File: src/rtl/mul_share_ctrl_if.sv
// Bundle of requester, response and multiplier-side signals around the shared
// multiplier controller; slave is the controller, master is everything around it.
interface mul_share_ctrl_if;
    // Every valid/ready pair transfers on a cycle where both are high; a source
    // holds its payload stable while valid is high and ready is low.
    logic        req0_valid;
    logic        req0_ready;
    logic [31:0] req0_a;
    logic [31:0] req0_b;
    logic [4:0]  req0_ctrl;
    logic        req1_valid;
    logic        req1_ready;
    logic [31:0] req1_a;
    logic [31:0] req1_b;
    logic [4:0]  req1_ctrl;
    logic        rsp0_valid;
    logic        rsp0_ready;
    logic        rsp1_valid;
    logic        rsp1_ready;
    logic [31:0] rsp_lo;
    logic [31:0] rsp_hi;
    logic        rsp_err;
    logic [31:0] mul_a;
    logic [31:0] mul_b;
    logic [4:0]  mul_ctrl;
    logic        mul_start;
    logic        mul_done;
    logic [31:0] mul_lo;
    logic [31:0] mul_hi;
    logic [1:0]  dbg_state;

    modport slave (
        input  req0_valid, req0_a, req0_b, req0_ctrl,
        input  req1_valid, req1_a, req1_b, req1_ctrl,
        input  rsp0_ready, rsp1_ready,
        input  mul_done, mul_lo, mul_hi,
        output req0_ready, req1_ready,
        output rsp0_valid, rsp1_valid, rsp_lo, rsp_hi, rsp_err,
        output mul_a, mul_b, mul_ctrl, mul_start,
        output dbg_state
    );

    modport master (
        output req0_valid, req0_a, req0_b, req0_ctrl,
        output req1_valid, req1_a, req1_b, req1_ctrl,
        output rsp0_ready, rsp1_ready,
        output mul_done, mul_lo, mul_hi,
        input  req0_ready, req1_ready,
        input  rsp0_valid, rsp1_valid, rsp_lo, rsp_hi, rsp_err,
        input  mul_a, mul_b, mul_ctrl, mul_start,
        input  dbg_state
    );
endinterface

File: src/rtl/mul_share_ctrl.sv
// Round-robin sequencer sharing one iterative 32x32 multiplier between two
// requesters, with a per-operation timeout and a shared result bus.
module mul_share_ctrl #(
    parameter int TIMEOUT = 64,
    parameter int CW      = 8
) (
    input  logic             clk,
    input  logic             rst_n,
    mul_share_ctrl_if.slave  bus
);

    typedef enum logic [1:0] {
        S_IDLE  = 2'd0,
        S_ISSUE = 2'd1,
        S_WAIT  = 2'd2,
        S_RESP  = 2'd3
    } state_e;

    localparam logic [CW-1:0] CNT_LAST = CW'(TIMEOUT - 1);

    state_e        state_q, state_d;
    logic          gnt_q, gnt_d;
    logic          last_q, last_d;
    logic [31:0]   op_a_q, op_a_d;
    logic [31:0]   op_b_q, op_b_d;
    logic [4:0]    op_ctrl_q, op_ctrl_d;
    logic [CW-1:0] cnt_q, cnt_d;
    logic [31:0]   res_lo_q, res_lo_d;
    logic [31:0]   res_hi_q, res_hi_d;
    logic          err_q, err_d;
    logic [1:0]    rsp_valid_q, rsp_valid_d;
    logic          mul_start_q, mul_start_d;
    logic          mul_en_q, mul_en_d;

    logic take0;
    logic take1;
    logic rsp_ready_sel;

    // On contention the requester that did not win last time goes first.
    assign take0         = bus.req0_valid & (~bus.req1_valid | last_q);
    assign take1         = bus.req1_valid & (~bus.req0_valid | ~last_q);
    assign rsp_ready_sel = gnt_q ? bus.rsp1_ready : bus.rsp0_ready;

    always_comb begin
        state_d     = state_q;
        gnt_d       = gnt_q;
        last_d      = last_q;
        op_a_d      = op_a_q;
        op_b_d      = op_b_q;
        op_ctrl_d   = op_ctrl_q;
        cnt_d       = cnt_q;
        res_lo_d    = res_lo_q;
        res_hi_d    = res_hi_q;
        err_d       = err_q;
        rsp_valid_d = rsp_valid_q;
        mul_start_d = mul_start_q;
        mul_en_d    = mul_en_q;

        case (state_q)
            S_IDLE: begin
                if (take0 | take1) begin
                    gnt_d       = take1;
                    last_d      = take1;
                    op_a_d      = take1 ? bus.req1_a    : bus.req0_a;
                    op_b_d      = take1 ? bus.req1_b    : bus.req0_b;
                    op_ctrl_d   = take1 ? bus.req1_ctrl : bus.req0_ctrl;
                    mul_start_d = 1'b1;
                    mul_en_d    = 1'b1;
                    state_d     = S_ISSUE;
                end
            end
            S_ISSUE: begin
                mul_start_d = 1'b0;
                cnt_d       = '0;
                state_d     = S_WAIT;
            end
            S_WAIT: begin
                cnt_d = cnt_q + CW'(1);
                // A completion on the final allowed cycle still beats the timeout.
                if (bus.mul_done) begin
                    res_lo_d    = bus.mul_lo;
                    res_hi_d    = bus.mul_hi;
                    err_d       = 1'b0;
                    rsp_valid_d = gnt_q ? 2'b10 : 2'b01;
                    mul_en_d    = 1'b0;
                    state_d     = S_RESP;
                end else if (cnt_q == CNT_LAST) begin
                    res_lo_d    = '0;
                    res_hi_d    = '0;
                    err_d       = 1'b1;
                    rsp_valid_d = gnt_q ? 2'b10 : 2'b01;
                    mul_en_d    = 1'b0;
                    state_d     = S_RESP;
                end
            end
            S_RESP: begin
                if (rsp_ready_sel) begin
                    rsp_valid_d = 2'b00;
                    state_d     = S_IDLE;
                end
            end
            default: state_d = S_IDLE;
        endcase
    end

    always_ff @(posedge clk or negedge rst_n) begin
        if (!rst_n) begin
            state_q     <= S_IDLE;
            gnt_q       <= 1'b0;
            last_q      <= 1'b1;
            op_a_q      <= '0;
            op_b_q      <= '0;
            op_ctrl_q   <= '0;
            cnt_q       <= '0;
            res_lo_q    <= '0;
            res_hi_q    <= '0;
            err_q       <= 1'b0;
            rsp_valid_q <= 2'b00;
            mul_start_q <= 1'b0;
            mul_en_q    <= 1'b0;
        end else begin
            state_q     <= state_d;
            gnt_q       <= gnt_d;
            last_q      <= last_d;
            op_a_q      <= op_a_d;
            op_b_q      <= op_b_d;
            op_ctrl_q   <= op_ctrl_d;
            cnt_q       <= cnt_d;
            res_lo_q    <= res_lo_d;
            res_hi_q    <= res_hi_d;
            err_q       <= err_d;
            rsp_valid_q <= rsp_valid_d;
            mul_start_q <= mul_start_d;
            mul_en_q    <= mul_en_d;
        end
    end

    // Ready is the only combinational output; it is gated so reset forces it low.
    assign bus.req0_ready = rst_n & (state_q == S_IDLE) & take0;
    assign bus.req1_ready = rst_n & (state_q == S_IDLE) & take1;
    assign bus.rsp0_valid = rsp_valid_q[0];
    assign bus.rsp1_valid = rsp_valid_q[1];
    assign bus.rsp_lo     = res_lo_q;
    assign bus.rsp_hi     = res_hi_q;
    assign bus.rsp_err    = err_q;
    assign bus.mul_a      = mul_en_q ? op_a_q    : '0;
    assign bus.mul_b      = mul_en_q ? op_b_q    : '0;
    assign bus.mul_ctrl   = mul_en_q ? op_ctrl_q : '0;
    assign bus.mul_start  = mul_start_q;
    assign bus.dbg_state  = state_q;

endmodule
File: src/flat_wrapper.sv
// flat-port wrapper written by rule: the top's interface ports become plain ports
module mul_share_ctrl_flat 
#(
    parameter int TIMEOUT = 64,
    parameter int CW      = 8
)
  (clk, rst_n, bus_req0_valid, bus_req0_a, bus_req0_b, bus_req0_ctrl, bus_req1_valid, bus_req1_a, bus_req1_b, bus_req1_ctrl, bus_rsp0_ready, bus_rsp1_ready, bus_mul_done, bus_mul_lo, bus_mul_hi, bus_req0_ready, bus_req1_ready, bus_rsp0_valid, bus_rsp1_valid, bus_rsp_lo, bus_rsp_hi, bus_rsp_err, bus_mul_a, bus_mul_b, bus_mul_ctrl, bus_mul_start, bus_dbg_state);
  mul_share_ctrl_if bus_i ();
  input  logic clk;
  input  logic rst_n;
  input wire logic [$bits(bus_i.req0_valid)-1:0] bus_req0_valid;
  input wire logic [$bits(bus_i.req0_a)-1:0] bus_req0_a;
  input wire logic [$bits(bus_i.req0_b)-1:0] bus_req0_b;
  input wire logic [$bits(bus_i.req0_ctrl)-1:0] bus_req0_ctrl;
  input wire logic [$bits(bus_i.req1_valid)-1:0] bus_req1_valid;
  input wire logic [$bits(bus_i.req1_a)-1:0] bus_req1_a;
  input wire logic [$bits(bus_i.req1_b)-1:0] bus_req1_b;
  input wire logic [$bits(bus_i.req1_ctrl)-1:0] bus_req1_ctrl;
  input wire logic [$bits(bus_i.rsp0_ready)-1:0] bus_rsp0_ready;
  input wire logic [$bits(bus_i.rsp1_ready)-1:0] bus_rsp1_ready;
  input wire logic [$bits(bus_i.mul_done)-1:0] bus_mul_done;
  input wire logic [$bits(bus_i.mul_lo)-1:0] bus_mul_lo;
  input wire logic [$bits(bus_i.mul_hi)-1:0] bus_mul_hi;
  output wire logic [$bits(bus_i.req0_ready)-1:0] bus_req0_ready;
  output wire logic [$bits(bus_i.req1_ready)-1:0] bus_req1_ready;
  output wire logic [$bits(bus_i.rsp0_valid)-1:0] bus_rsp0_valid;
  output wire logic [$bits(bus_i.rsp1_valid)-1:0] bus_rsp1_valid;
  output wire logic [$bits(bus_i.rsp_lo)-1:0] bus_rsp_lo;
  output wire logic [$bits(bus_i.rsp_hi)-1:0] bus_rsp_hi;
  output wire logic [$bits(bus_i.rsp_err)-1:0] bus_rsp_err;
  output wire logic [$bits(bus_i.mul_a)-1:0] bus_mul_a;
  output wire logic [$bits(bus_i.mul_b)-1:0] bus_mul_b;
  output wire logic [$bits(bus_i.mul_ctrl)-1:0] bus_mul_ctrl;
  output wire logic [$bits(bus_i.mul_start)-1:0] bus_mul_start;
  output wire logic [$bits(bus_i.dbg_state)-1:0] bus_dbg_state;
  assign bus_i.req0_valid = bus_req0_valid;
  assign bus_i.req0_a = bus_req0_a;
  assign bus_i.req0_b = bus_req0_b;
  assign bus_i.req0_ctrl = bus_req0_ctrl;
  assign bus_i.req1_valid = bus_req1_valid;
  assign bus_i.req1_a = bus_req1_a;
  assign bus_i.req1_b = bus_req1_b;
  assign bus_i.req1_ctrl = bus_req1_ctrl;
  assign bus_i.rsp0_ready = bus_rsp0_ready;
  assign bus_i.rsp1_ready = bus_rsp1_ready;
  assign bus_i.mul_done = bus_mul_done;
  assign bus_i.mul_lo = bus_mul_lo;
  assign bus_i.mul_hi = bus_mul_hi;
  assign bus_req0_ready = bus_i.req0_ready;
  assign bus_req1_ready = bus_i.req1_ready;
  assign bus_rsp0_valid = bus_i.rsp0_valid;
  assign bus_rsp1_valid = bus_i.rsp1_valid;
  assign bus_rsp_lo = bus_i.rsp_lo;
  assign bus_rsp_hi = bus_i.rsp_hi;
  assign bus_rsp_err = bus_i.rsp_err;
  assign bus_mul_a = bus_i.mul_a;
  assign bus_mul_b = bus_i.mul_b;
  assign bus_mul_ctrl = bus_i.mul_ctrl;
  assign bus_mul_start = bus_i.mul_start;
  assign bus_dbg_state = bus_i.dbg_state;
  mul_share_ctrl #(.TIMEOUT(TIMEOUT), .CW(CW)) u_core (.clk(clk), .rst_n(rst_n), .bus(bus_i));
endmodule
File: config.mk
export PLATFORM = sky130hd
export DESIGN_NAME = mul_share_ctrl_flat
export DESIGN_NICKNAME = d
export VERILOG_FILES = /design/src/rtl/mul_share_ctrl_if.sv /design/src/rtl/mul_share_ctrl.sv /design/src/flat_wrapper.sv
export SDC_FILE = /design/constraint.sdc
export NUM_CORES = 1
export LEC_CHECK = 0
export CAP_MARGIN = 20
export CORE_ASPECT_RATIO = 1.2
export CORE_MARGIN = 8
export CORE_UTILIZATION = 40
export DETAILED_ROUTE_END_ITERATION = 8
export GPL_TIMING_DRIVEN = 0
export PLACE_DENSITY = 0.86
export SKIP_CTS_REPAIR_TIMING = 1
export SYNTH_ARGS = -nofsm -noshare
export SYNTH_HDL_FRONTEND = slang
export SYNTH_SLANG_ARGS = --single-unit
File: constraint.sdc
create_clock -name clk -period 1.8 [get_ports clk]
set_input_delay 0.36 -clock clk [delete_from_list [all_inputs] [get_ports clk]]
set_output_delay 0.36 -clock clk [all_outputs]
set_load 0.03 [all_outputs]
==> qor.csv <==
metric;value;unit
wl;25200;um
dp_cells;1176;
post-route-period-util;107;%
skew;0.00998;ns
core_area;16800;sq um
clkSlewWorstSetupHoldPaths;0.06;ns
final_cells;1225;
synth_top_area_share;54.8;%
r2r-end;u_core.bus.rsp_hi[4]$_DFFE_PN0P_;
rows;52;
violations;hold timing, setup timing;
fin_hold_ws;-0.0917;ns
area_delta_synth_final;72.2;%
initial_utilization;40.6;%
rsz0062_at_grt;true;
drtIter0Drc;343;
finalSetupViolCount;44;
final_common_cell;clkdlybuf4s50_1;
grt_pass1_vias;6678;
vias;6268;
layout_common_cells;clkdlybuf4s50_1 (205), dfrtp_1 (146), nand2_1 (76), o21ai_0 (75), mux2i_1 (73);
synth_cell_types;36;
cp_slowest_cell;dfstp_2;
worst_pin_slew;0.588;ns
busiest_layer;met2;
r2r_cells;6;
io_buffers;349;
path_cells;a21boi_2 > buf_6 > buf_12 > and3_4 > buf_6;
use_met2;39.3;%
die_x;135;um
nets;1211;
wl_per_cell;20.6;um
cp.buffers_inverters;3;
dp_hpwl;19100;um
io_pins;350;
die_h;159;um
r2r_setup_slack;0.04;ns
worstPathMaxFanout;4;
hold_viol_final;59;
crit_top_cell;buf_6;
n_antenna_cell;0;
slew_headroom;60.8;%
place_worst_setup_slack;-1.14;ns
hold_class;input port to asynchronous set/reset pin;
ir_drop;1320;uV
grt_use_met3;9.19;%
die_area;21500;sq um
required;1.44;ns
synth-seq-cells;150;
grt_max_degree;91;
critical-path-top-delay-family;flip-flops;
crit_path_start_kind;register;
overflow;0;
cts_inserted_buffers;17;
syn_area;6810;sq um
outcome;complete, but fails checks;
total_power;20.8;mW
syn-num-nets;825;
r2r_start;u_core.bus.dbg_state[0]$_DFFE_PN0P_;
max_stage_delay;0.55;ns
p_leak;6.15;nW
end_kind;primary output;
viasPerCell;5.12;
drive_gt1_share;20.6;%
yosysTopAreaCell;dfrtp_1;
critical_path_class;register to primary output;
track_usage;22.4;%
yosys_warnings;0;
synth_cells;610;
drc;0;
p_per_area;1780;nW/um^2
antenna_found_initial;0;
finalSetupTns;-1.69;ns
grt_pass1_wl;37200;um
dr.pass1.iters;5;
synth.area.top_cells;dfrtp_1 (55%), mux2i_1 (11%), a22o_1 (8.6%);
ant_nets;0;
cts_root_buf;clkbuf_16;
cts_max_level;4;
maxCapViolCount;0;
clk_path_buf_depth;2;
gr-usage-met1;23.6;%
gp_congestion;0.811;
post_synth.cell_area_avg;11.2;sq um
slew_violations;0;
final.setup.worst_slack;-0.128;ns
period_needed;1.93;ns
max_freq;519;MHz
clk_latency;0.42;ns
cts_tree;yes;
cts_sinks;150;
synth-seq-area-share;55.1;%
critPathArrivalTime;1.57;ns
==> stage by stage <==
stage / instance area, sq um / util [%]
5_1_grt: 11700 / 69.8
4_1_cts: 11200 / 66.7
6_report: 11700 / 69.8
3_3_place_gp: 10600 / 63.0
2_1_floorplan: 6810 / -
3_5_place_dp: 10600 / 63.2
==> final cells by class <==
| type | instances | area (sq um) |
|---|---|---|
| clock buffer | 22 | 474 |
| sequential | 150 | 3760 |
| tap | 216 | 270 |
| inverter | 8 | 35.0 |
| clock inverter | 10 | 120 |
| multi-input combinational | 408 | 2920 |
| buffer | 44 | 340 |
| fill | 1185 | 5060 |
| timing repair buffer | 367 | 3810 |
==> how the worst max path moves through the flow <==
stage	from	end	slack, ns	depth (start not counted)
global route	u_core.last_q$_DFFE_PN1P_	bus_req1_ready	-0.18	5
global placement	rst_n	u_core.bus.dbg_state[1]$_DFFE_PN0P_	-6.22	1
detailed placement	bus_req1_valid	bus_req1_ready	-1.14	6
floorplan	u_core.bus.dbg_state[0]$_DFFE_PN0P_	bus_req0_ready	0.02	4
CTS	bus_req1_valid	bus_req1_ready	-1.15	6
finish	u_core.last_q$_DFFE_PN1P_	bus_req1_ready	-0.13	5
==> cell usage after synthesis (all sizes together) <==
| library cell | number |
|---|---|
| nor2b | 3 |
| a31oi | 1 |
| nand2 | 76 |
| nor4 | 2 |
| nand4 | 1 |
| a21oi | 6 |
| a21boi | 1 |
| mux2i | 73 |
| inv | 8 |
| o2bb2ai | 2 |
| nand3 | 6 |
| nor2 | 6 |
| and3 | 1 |
| or3 | 1 |
| a22o | 67 |
| buf | 18 |
| o211a | 1 |
| dfstp | 1 |
| o41ai | 1 |
| dfrtp | 149 |
| o211ai | 1 |
| o21a | 1 |
| ha | 6 |
| xnor2 | 1 |
| nor3 | 2 |
| o21ai | 77 |
| and2 | 70 |
| clkbuf | 26 |
| mux2 | 2 |
==> per-layer routing <==
| metal | vias to the layer above | part of all wire, % |
|---|---|---|
| met1 | 3050 | 36 |
| met3 | 32 | 9.3 |
| li1 | 2917 | - |
| met5 | - | 0 |
| met2 | 269 | 52 |
| met4 | 0 | 2.2 |
==> registers in the layout (all words and copies together) (netlist names) <==
register	flops
u_core.bus.dbg_state	2
u_core.gnt_q	1
u_core.rsp_valid_q	2
u_core.cnt_q	8
u_core.op_b_q	32
u_core.mul_en_q	1
u_core.bus.rsp_err	1
u_core.bus.mul_start	1
u_core.bus.rsp_hi	32
u_core.op_a_q	32
u_core.op_ctrl_q	5
u_core.last_q	1
u_core.bus.rsp_lo	32
==> where the power goes <==
group / internal, mW / leakage, nW / total (mW) / switching [mW]
clock network: 2.16 / 0.287 / 3.55 / 1.39
logic: 5.06 / 3.99 / 11.4 / 6.35
registers: 4.93 / 1.87 / 5.87 / 0.945
==> cells by family (layout without fill, tap and decap cells) <==
kind of cell | after synthesis | in the layout | synth area share (%)
xor+xnor | 1 | 1 | 0.129
flops | 150 | 150 | 55.1
mux | 75 | 75 | 11.1
fa+ha+maj | 6 | 6 | 1.10
buf+inv | 52 | 451 | 3.93
compound gates | 158 | 158 | 16.0
simple gates | 168 | 168 | 12.7
Note: power is estimated with default switching activity, not from simulation.
